$ cat src/rtl/bus_sequencer.sv
// bus_sequencer: nic8 fetch/execute sequencer driving one bus source and one load strobe per instruction.
// Optional feature: define BUS_SEQ_CONDJUMP_EN to make destination 6 a carry-conditional PC load.
module bus_sequencer (
   input  logic       clk,
   input  logic       resetBar,
   input  logic [7:0] pdata,
   input  logic [7:0] dbus,
   input  logic       aluCarry,
   output logic [7:0] pc,
   output logic [7:0] ir,
   output logic       halted,
   output logic       assertBarA,
   output logic       assertBarB,
   output logic       assertBarX,
   output logic       assertBarAlu,
   output logic       assertBarImm,
   output logic       assertBarRam,
   output logic       triggerA,
   output logic       triggerB,
   output logic       triggerX,
   output logic       triggerQ,
   output logic       triggerRam
);
   typedef enum logic [1:0] {FETCH, EXEC, HALT} state_t;
   state_t     state_q, state_d;
   logic [7:0] pc_q, pc_d, ir_q, ir_d;
   logic [5:0] src_q, src_d;
   logic [4:0] dst_q, dst_d;
   logic       jmp_q, jmp_d, cjmp_q, cjmp_d;
   logic [2:0] f_src, f_dst;
   logic       f_nop, f_kill, exec, take, cond_ok;
`ifdef BUS_SEQ_CONDJUMP_EN
   assign cond_ok = aluCarry;
`else
   logic unused_carry;
   assign unused_carry = aluCarry;
   assign cond_ok      = 1'b0;
`endif
   assign f_src  = pdata[6:4];
   assign f_dst  = pdata[2:0];
   assign f_nop  = (f_src > 3'd5) | (f_src == 3'd5 & f_dst == 3'd4) | (f_dst == 3'd7);
   assign f_kill = pdata[7] | f_nop;
   assign exec   = state_q == EXEC;
   assign take   = jmp_q | (cjmp_q & cond_ok);
   // next state: FETCH latches the instruction and pre-decodes it into one-hot registers, EXEC updates pc
   always_comb begin
      state_d = state_q;
      pc_d    = pc_q;
      ir_d    = ir_q;
      src_d   = src_q;
      dst_d   = dst_q;
      jmp_d   = jmp_q;
      cjmp_d  = cjmp_q;
      if (state_q == FETCH) begin
         state_d = pdata[7] ? HALT : EXEC;
         ir_d    = pdata;
         pc_d    = pc_q + 8'd1;
         src_d   = f_kill ? 6'd0 : 6'd1 << f_src;
         dst_d   = (f_kill | f_dst > 3'd4) ? 5'd0 : 5'd1 << f_dst;
         jmp_d   = !f_kill & f_dst == 3'd5;
         cjmp_d  = !f_kill & f_dst == 3'd6;
      end else if (state_q == EXEC) begin
         state_d = FETCH;
         pc_d    = take ? dbus : src_q[4] ? pc_q + 8'd1 : pc_q;
      end
   end
   // state and datapath registers with asynchronous active-low reset
   always_ff @(posedge clk or negedge resetBar) begin
      if (!resetBar) begin
         state_q <= FETCH;
         pc_q    <= 8'd0;
         ir_q    <= 8'd0;
         src_q   <= 6'd0;
         dst_q   <= 5'd0;
         jmp_q   <= 1'b0;
         cjmp_q  <= 1'b0;
      end else begin
         state_q <= state_d;
         pc_q    <= pc_d;
         ir_q    <= ir_d;
         src_q   <= src_d;
         dst_q   <= dst_d;
         jmp_q   <= jmp_d;
         cjmp_q  <= cjmp_d;
      end
   end
   assign pc     = pc_q;
   assign ir     = ir_q;
   assign halted = state_q == HALT;
   assign {assertBarRam, assertBarImm, assertBarAlu, assertBarX, assertBarB, assertBarA} = ~(src_q & {6{exec}});
   assign {triggerRam, triggerQ, triggerX, triggerB, triggerA} = dst_q & {5{exec & ~clk}};
endmodule

$ cat config.mk
export PLATFORM = sky130hd
export DESIGN_NAME = bus_sequencer
export DESIGN_NICKNAME = d
export VERILOG_FILES = /design/src/rtl/bus_sequencer.sv
export SDC_FILE = /design/constraint.sdc
export NUM_CORES = 1
export LEC_CHECK = 0
export ABC_AREA = 1
export CORE_MARGIN = 2
export CORE_UTILIZATION = 47
export DETAILED_ROUTE_END_ITERATION = 10
export GPL_ROUTABILITY_DRIVEN = 0
export PLACE_DENSITY = 0.88
export SKIP_LAST_GASP = 1
export SLEW_MARGIN = 40
export SYNTH_ARGS = -nofsm -noshare
export SYNTH_HDL_FRONTEND = slang
export SYNTH_SLANG_ARGS = --single-unit
export TNS_END_PERCENT = 1
$ cat constraint.sdc
create_clock -name clk -period 1.3 [get_ports clk]
set_input_delay 0.39 -clock clk [delete_from_list [all_inputs] [get_ports clk]]
set_output_delay 0.39 -clock clk [all_outputs]
set_load 0.005 [all_outputs]
==> flow_summary.yaml, run 1 <==
power:
  p_leak_nw: 1.27
  fin_total_pwr_mw: 2.31
  switching_share_pct: 24.7
  switching_power_mw: 0.570
  ir_worst_vdd_v: 0.000660
  clockPowerShare_pct: 53.3
  pwr-share-seq_pct: 40.4
  cellPowerDensity_mw_per_mm2: 910
  power.internal_mw: 1.74
  power_frac_comb_pct: 6.3
timing:
  drv_slew: 0
  fin_ws_ns: -0.523
  hold_viol: 0
  fin_setup_tns_ns: -13.14
  rsz0062_at_grt: "yes"
  timing.clock.skew_ns: 0.150
  tightest_slew_ns: 0.456
  slew-limit-headroom_pct: 69.6
  setup_viol: 48
yosys:
  syn-cell-area_mm2: 0.00163
  syn_area_per_cell_um2: 7.54
  ys_warn_count: 0
  ys_ff_latch: 30
  ys_seq_area_share_pct: 46.1
  yosys-top-cells-area: "dfrtp_1 46%, nand2_1 17%, nor2_1 6.7%"
  synth_top_area_share_pct: 46.1
  synth.distinct_cells: 23
  yosys.area.top_type: "dfrtp_1"
  synth_cells: 216
  synthesis.nets: 236
setup_path:
  startpoint: "clk"
  cp_common_cell: "buf_8"
  path_class: "clock port to primary output"
  max_stage_delay_ns: 0.13
  crit_required_ns: 0.91
  rr_startpoint: "src_q[4]"
  crit_chain: "clkbuf_16 > buf_8 > buf_8 > inv_4 > nand2_4 > buf_8 > nor2_4 > buf_2"
  path_buf_inv: 6
  cpMaxStageDelayCell: "clkbuf_16"
  path_max_fanout: 3
  cp.arrival_ns: 1.43
  path_delay_family: "buffers and inverters"
  crit_path_end_kind: "primary output"
  critPathLaunchType: "clock port"
global_route:
  antenna_found_initial: 0
  grt_pass1_wl_um: 8110
  grt_pass1_vias: 1822
  grt_usage_pct: 27.4
  grt_max_degree: 31
  overflow: 0
placement:
  dpl.hpwl_um: 2950
  io_buffers: 45
clock_network:
  cts_tree: "done"
  worstSkewPairLatency_ns: 0.44
  clk_pin_slew_worst_paths_ns: 0.09
  hold_buffers: 0
routing:
  viasPerCell: 5.18
  routed_wl_um: 4830
  avgRoutedWirePerCell_um: 13.9
  firstDrtPassIters: 5
  first_iter_violations: 144
  vias: 1799
  ant_nets: 0
  drc: 0
hold_path:
  hp-class: "input port to async pin"
floorplanning:
  rows: 21
  die_w_um: 62.9
  dieArea_mm2: 0.00395
  coreArea_mm2: 0.00334
  die_h_um: 62.9
  initial_core_util_pct: 48.8
  pin_count: 47
outcome:
  status: "finished, violations left"
  failed_checks: "setup timing"
job:
  max_cap_viol_count: 0
finish:
  num_antenna_cells: 0
  drive_above_1_share_pct: 24.3
  areaGrowthSynthToFinish_pct: 55.8
  fin_nets: 319
==> sequential cells by signal, summed over array words and instances, names as in the netlist <==
signal,count
state_q,2
ir,8
pc,8
dst_q,5
jmp_q,1
src_q,6
==> final cells by class <==
type | instances | area, µm²
Clock buffer | 18 | 194
Clock inverter | 3 | 28.8
Fill cell | 231 | 798
Multi-Input combinational cell | 152 | 749
Inverter | 27 | 104
Sequential cell | 30 | 752
Timing Repair Buffer | 71 | 653
Tap cell | 46 | 57.6
==> synthesized netlist by cell type (all sizes together) <==
library cell,number
ha,1
nand3b,1
o21ai,16
nor2,35
buf,6
nand4,3
inv,28
dfrtp,30
nand3,16
o211ai,2
a211oi,1
xnor2,2
nand2,75
==> stage by stage <==
stage | worst slack [ns] | instance area [µm²] | util [%] | std cells | hold WS, ns
final | -0.523 | 2540 | 76.1 | 347 | 0.317
after global routing | -0.570 | 2540 | 76.1 | 347 | 0.327
after CTS | -0.554 | 2490 | 74.5 | 345 | 0.348
after detailed placement | -0.493 | 2310 | 69.2 | 329 | 0.465
after global placement | -0.441 | 2310 | 69.2 | 329 | 0.459
after floorplan | 0.0179 | 1630 | - | 216 | 0.0944
==> what timing repair did <==
item	in CTS	in global routing
buffers inserted	4	2
endpoints found under the setup margin	49	54
pin swaps	3	3
gates resized for setup	41	12
hold endpoints to repair	0	0
==> power groups by stage <==
| stage | sequential, mW | clock, mW | combinational (mW) |
|---|---|---|---|
| detailed placement | 0.951 | 0.0110 | 0.139 |
| global route | 0.933 | 1.30 | 0.159 |
| global placement | 0.951 | 0.0110 | 0.138 |
| CTS | 0.933 | 1.13 | 0.144 |
| finish | 0.933 | 1.23 | 0.146 |
| floorplan | 0.951 | 0.0110 | 0.0340 |
==> logic make-up (layout without fill, tap and decap cells) <==
group,after synthesis,count (layout),share of synthesized area [%]
compound gates,19,19,7.22
xor+xnor,2,2,1.08
fa+ha+maj,1,1,0.768
buf+inv,34,119,10.5
flops,30,30,46.1
simple gates,130,130,34.3
==> placed cells by master, fill, tap and decap left out, drive strengths merged <==
cell type,Yosys,routed
a211oi,1,1
buf,6,43
bufinv,0,1
clkbuf,0,6
clkdlybuf4s50,0,33
clkinv,0,1
dfrtp,30,30
dlygate4sd2,0,7
ha,1,1
inv,28,28
nand2,75,75
nand3,16,16
nand3b,1,1
nand4,3,3
nor2,35,35
o211ai,2,2
o21ai,16,16
xnor2,2,2
==> path summary, 6_finish.rpt <==
kind                              end  slack, ns  cells after the start
hold / removal                  ir[3]       0.32                      2
max in group asynchronous  state_q[1]       0.66                      2
hold reg to reg                 ir[7]       0.50                      2
min in group clk                ir[3]       0.49                      3
setup / recovery             triggerQ      -0.52                      8
setup reg to reg                pc[5]      -0.07                      7
==> metal layers <==
layer	wire length (µm)	vias to the layer above	share of wire, %	GRT usage, %
met5	0	-	0	0
met4	173	0	3.6	21.9
met3	349	20	7.2	7.57
met2	2470	114	51	45.7
met1	1830	837	38	28.9
li1	-	828	-	-
(Power assumes the default switching activity.)
==> run 2: changes to the inputs <==
CORE_UTILIZATION = 42   (was 47)
PLACE_DENSITY = 0.84   (was 0.88)
RECOVER_POWER = 100   (was unset)
clock period = 1.5 ns   (was 1.3 ns; I/O delays follow)
==> run 2 against run 1 <==
The flow still finishes with violations (setup timing). Die area grew 11%. Worst setup slack gained 0.042 ns. Clock power shrank 11%. Worst hold slack better by 0.17 ns. Non-clock buffer count is 8 lower. Sequential share of layout area grew 0.98 points. Routed wire length is 16% lower. Clock skew fell by 0.13 ns. Clock-buffer cell count down 1. Via count down 11%. First-iteration DRC count shrank 31%.
==> flow_summary.yaml, run 2 (same netlist as run 1, synthesis figures left out) <==
routing:
  wl_met1_um: 1720
  wl_met2_um: 2000
  routed_wl_um: 4030
  top_layer: "met4"
  firstDrtPassIters: 4
  vias: 1610
  viasPerCell: 4.74
  wl_met3_um: 260
  avgRoutedWirePerCell_um: 11.9
  first_iter_violations: 99
  ant_nets: 0
  drc: 0
clock_network:
  worstSkewPairLatency_ns: 0.39
  cts_tree: "done"
  clk_pin_slew_worst_paths_ns: 0.07
timing:
  timing.clock.skew_ns: 0.0159
  fin_setup_tns_ns: -8.24
  fin_ws_ns: -0.481
  drv_slew: 0
  slew-limit-headroom_pct: 51.8
  setup_viol: 38
  rsz0062_at_grt: "yes"
  hold_viol: 0
  tightest_slew_ns: 0.722
power:
  cellPowerDensity_mw_per_mm2: 824
  p_leak_nw: 1.24
  ir_worst_vdd_v: 0.000538
  fin_total_pwr_mw: 2.02
floorplanning:
  rows: 22
  pin_count: 47
  die_w_um: 66.3
  initial_core_util_pct: 44.2
  dieArea_mm2: 0.00439
  die_h_um: 66.3
  coreArea_mm2: 0.00369
setup_path:
  worst_r2r_path_depth: 7
  rr_startpoint: "state_q[0]"
  startpoint: "clk"
  critPathLaunchType: "clock port"
  crit_path_end_kind: "primary output"
  cp.arrival_ns: 1.53
  timing.rr.end: "dst_q[3]"
  crit_required_ns: 1.05
  path_max_fanout: 3
  r2r_slack_ns: -0.07
  path_class: "clock port to primary output"
finish:
  final_cell_mix: "72 x nand2_1, 32 x clkdlybuf4s50_1, 29 x dfrtp_1, 25 x inv_1, 24 x nor2_1"
  final_common_cell: "nand2_1"
  num_antenna_cells: 0
  nFillCells: 303
  drive_above_1_share_pct: 21.2
  final_core_util_pct: 66.6
  fin_nets: 310
  areaGrowthSynthToFinish_pct: 50.8
placement:
  io_buffers: 45
  dpl_worst_slack_ns: -0.402
  dpl.hpwl_um: 2740
global_route:
  overflow: 0
  grt_pass1_wl_um: 6850
  grt_max_degree: 31
  grt_usage_pct: 21.3
  antenna_found_initial: 0
  grt_pass1_vias: 1595
hold_path:
  hold_depth: 2
  hold_end: "ir[0]"
  hp-class: "register to register"
  min_from: "ir[0]"
job:
  max_cap_viol_count: 0
outcome:
  failed_checks: "setup timing"
  status: "finished, violations left"
[run 2: power breakdown]
part | internal (mW) | total [mW] | switching [mW]
Sequential | 0.809 | 0.809 | 0
Combinational | 0.0601 | 0.114 | 0.0541
Clock | 0.678 | 1.10 | 0.423
Total | 1.55 | 2.02 | 0.477
[run 2: how the worst max path moves through the flow]
stage               end  slack (ns)
3_5_place_dp   triggerA       -0.40
3_3_place_gp   triggerA       -0.40
2_1_floorplan  triggerA        0.06
4_1_cts        triggerX       -0.54
6_report       triggerQ       -0.48
5_1_grt        triggerX       -0.52
[run 2: what timing repair did]
item                                    4_1_cts  5_1_grt
pin swaps                                     3        2
gates resized for setup                      33       12
buffers inserted                              4        0
hold buffers                                  0        0
endpoints found under the setup margin       41       43
[run 2: stage by stage]
step / cell area [µm²] / instances / hold slack (ns)
after detailed placement: 2250 / 324 / 0.466
after CTS: 2450 / 340 / 0.415
after global placement: 2250 / 324 / 0.462
after floorplan: 1630 / 216 / 0.154
after global routing: 2460 / 340 / 0.521
final: 2460 / 340 / 0.487
[run 2: routing by layer]
| metal | GRT usage, % | vias to the layer above |
|---|---|---|
| li1 | - | 819 |
| met2 | 34.1 | 62 |
| met1 | 24.2 | 721 |
| met5 | 0 | - |
| met3 | 8.01 | 8 |
| met4 | 12.0 | 0 |
[run 2: layout make-up]
type,instances,area [µm²],area share [%]
flip-flops and latches,30,752,30.6
multi-input cells,152,732,29.8
repair buffers,63,576,23.4
clock buffers,17,204,8.30
inverters,27,104,4.23
well taps,48,60.1,2.44
clock inverters,3,30.0,1.22
[run 2: critical path, stage by stage]
cell	delay, ns
clkbuf_16	0.12
clkbuf_16	0.14
buf_8	0.11
inv_4	0.04
nand2_4	0.06
buf_8	0.12
nor2_2	0.07
buf_2	0.11
==> run 3: changes to the inputs <==
GPL_ROUTABILITY_DRIVEN = unset   (was 0)
==> run 3 against run 2 <==
The flow still finishes with violations (setup timing). Sequential share of layout area down 0.15 points. Final cell count up 0.29%. Clock skew about the same. Die area unchanged. Utilization up 0.34 points. Critical path depth unchanged. Non-clock buffer count unchanged. Via count up 1.7%. Register-to-register slack about the same. Global-route usage up 0.14 points. Critical endpoint unchanged.
==> flow_summary.yaml, run 3 (same netlist as run 1, synthesis figures left out) <==
setup_path:
  cpMaxStageDelayCell: "clkbuf_16"
  max_stage_delay_ns: 0.14
  worst_r2r_path_depth: 7
  path_depth: 8
  startpoint: "clk"
  cp.arrival_ns: 1.53
  crit_chain: "clkbuf_16 > clkbuf_16 > buf_8 > inv_4 > nand2_4 > buf_8 > nor2_2 > buf_2"
  crit_required_ns: 1.05
  rr_startpoint: "state_q[0]"
  critPathLaunchType: "clock port"
  path_max_fanout: 3
  crit_path_end_kind: "primary output"
  path_class: "clock port to primary output"
  path_buf_inv: 6
  path_delay_family: "buffers and inverters"
job:
  max_cap_viol_count: 0
timing:
  rsz0062_at_grt: "yes"
  slew-limit-headroom_pct: 51.3
  tightest_slew_ns: 0.731
  holdWs_ns: 0.488
  timing.clock.skew_ns: 0.0158
  drv_slew: 0
  fin_ws_ns: -0.481
  hold_viol: 0
  setup_viol: 36
routing:
  avgRoutedWirePerCell_um: 11.9
  drc: 0
  viasPerCell: 4.80
  vias: 1638
  ant_nets: 0
  first_iter_violations: 113
  routed_wl_um: 4060
  firstDrtPassIters: 6
clock_network:
  clk_pin_slew_worst_paths_ns: 0.07
  worstSkewPairLatency_ns: 0.39
  cts_tree: "done"
global_route:
  gr-usage-met2_pct: 34.4
  grt_pass1_vias: 1620
  groute.layer.met1.usage_pct: 24.2
  grt_usage_pct: 21.4
  overflow: 0
  grt_max_degree: 31
  grt.busiest_layer: "met2"
  antenna_found_initial: 0
  use_met3_pct: 7.84
  grt_pass1_wl_um: 6910
floorplanning:
  pin_count: 47
  dieArea_mm2: 0.00439
  die_h_um: 66.3
  rows: 22
  die_w_um: 66.3
  coreArea_mm2: 0.00369
  initial_core_util_pct: 44.2
placement:
  io_buffers: 45
  dpl.hpwl_um: 2740
  dp.cells: 324
  placed_area_mm2: 0.00225
  gp_congestion: 0.871
power:
  p_leak_nw: 1.25
  fin_total_pwr_mw: 2.03
  ir_worst_vdd_v: 0.000544
  cellPowerDensity_mw_per_mm2: 822
outcome:
  status: "finished, violations left"
  failed_checks: "setup timing"
hold_path:
  hold_depth: 2
  hp-class: "register to register"
  min_from: "ir[0]"
finish:
  multi_input_area_um2: 737
  final_cell_mix: "72 x nand2_1, 32 x clkdlybuf4s50_1, 29 x dfrtp_1, 25 x inv_1, 24 x nor2_1"
  seqCellArea_um2: 752
  drive_above_1_share_pct: 21.5
  stdcell_area_mm2: 0.00247
  nFillCells: 299
  num_antenna_cells: 0
  areaGrowthSynthToFinish_pct: 51.6
  final_common_cell: "nand2_1"
  fin_nets: 311
  instances_no_fill: 341
-- run 3: cell types whose count changed in the layout (fill, tap and decap cells not counted), sizes merged --
cell  previous run  this run
buf             30        31
-- run 3: path summary, 6_finish.rpt --
path | slack, ns | end
setup / recovery | -0.48 | triggerQ
hold / removal | 0.49 | ir[0]
setup reg to reg | -0.08 | dst_q[3]
hold reg to reg | 0.49 | ir[0]
max in group asynchronous | 0.34 | state_q[1]
min in group asynchronous | 0.65 | pc[2]
-- run 3: layout make-up --
type / count / share of cell area [%]
timing repair buffer: 63 / 23.3
clock buffer: 18 / 8.56
inverter: 27 / 4.20
tap: 48 / 2.43
multi-input combinational: 152 / 29.8
sequential: 30 / 30.4
clock inverter: 3 / 1.22
-- run 3: per-stage QoR --
step / utilization [%] / setup WS [ns] / TNS [ns]
after floorplan: - / 0.0579 / 0
after global placement: 60.9 / -0.402 / -5.95
after detailed placement: 60.9 / -0.402 / -6.70
after CTS: 66.7 / -0.540 / -9.06
after global routing: 67.0 / -0.520 / -11.41
final: 67.0 / -0.481 / -8.28
-- run 3: worst reg2reg max path, delay by kind of cell (launching register included) --
family	cells	cell delay [ns]
DFF	1	0.38
buffers and inverters	2	0.43
and+or+nand+nor	5	0.71
-- run 3: routing by layer --
layer / wire, µm / up-vias
met2: 2040 / 64
li1: - / 820
met3: 258 / 9
met5: 0 / -
met4: 59 / 0
met1: 1700 / 745
-- run 3: repair_timing --
item,4_1_cts,5_1_grt
resized for setup,34,12
pin swaps,3,2
setup buffers,5,0
hold buffers,0,0
setup endpoints to repair,41,43
-- run 3: report_power, final --
| group | switching [mW] | leakage (nW) | internal [mW] |
|---|---|---|---|
| Clock | 0.429 | 0.180 | 0.678 |
| Sequential | 0 | 0.262 | 0.809 |
| Combinational | 0.0546 | 0.804 | 0.0601 |
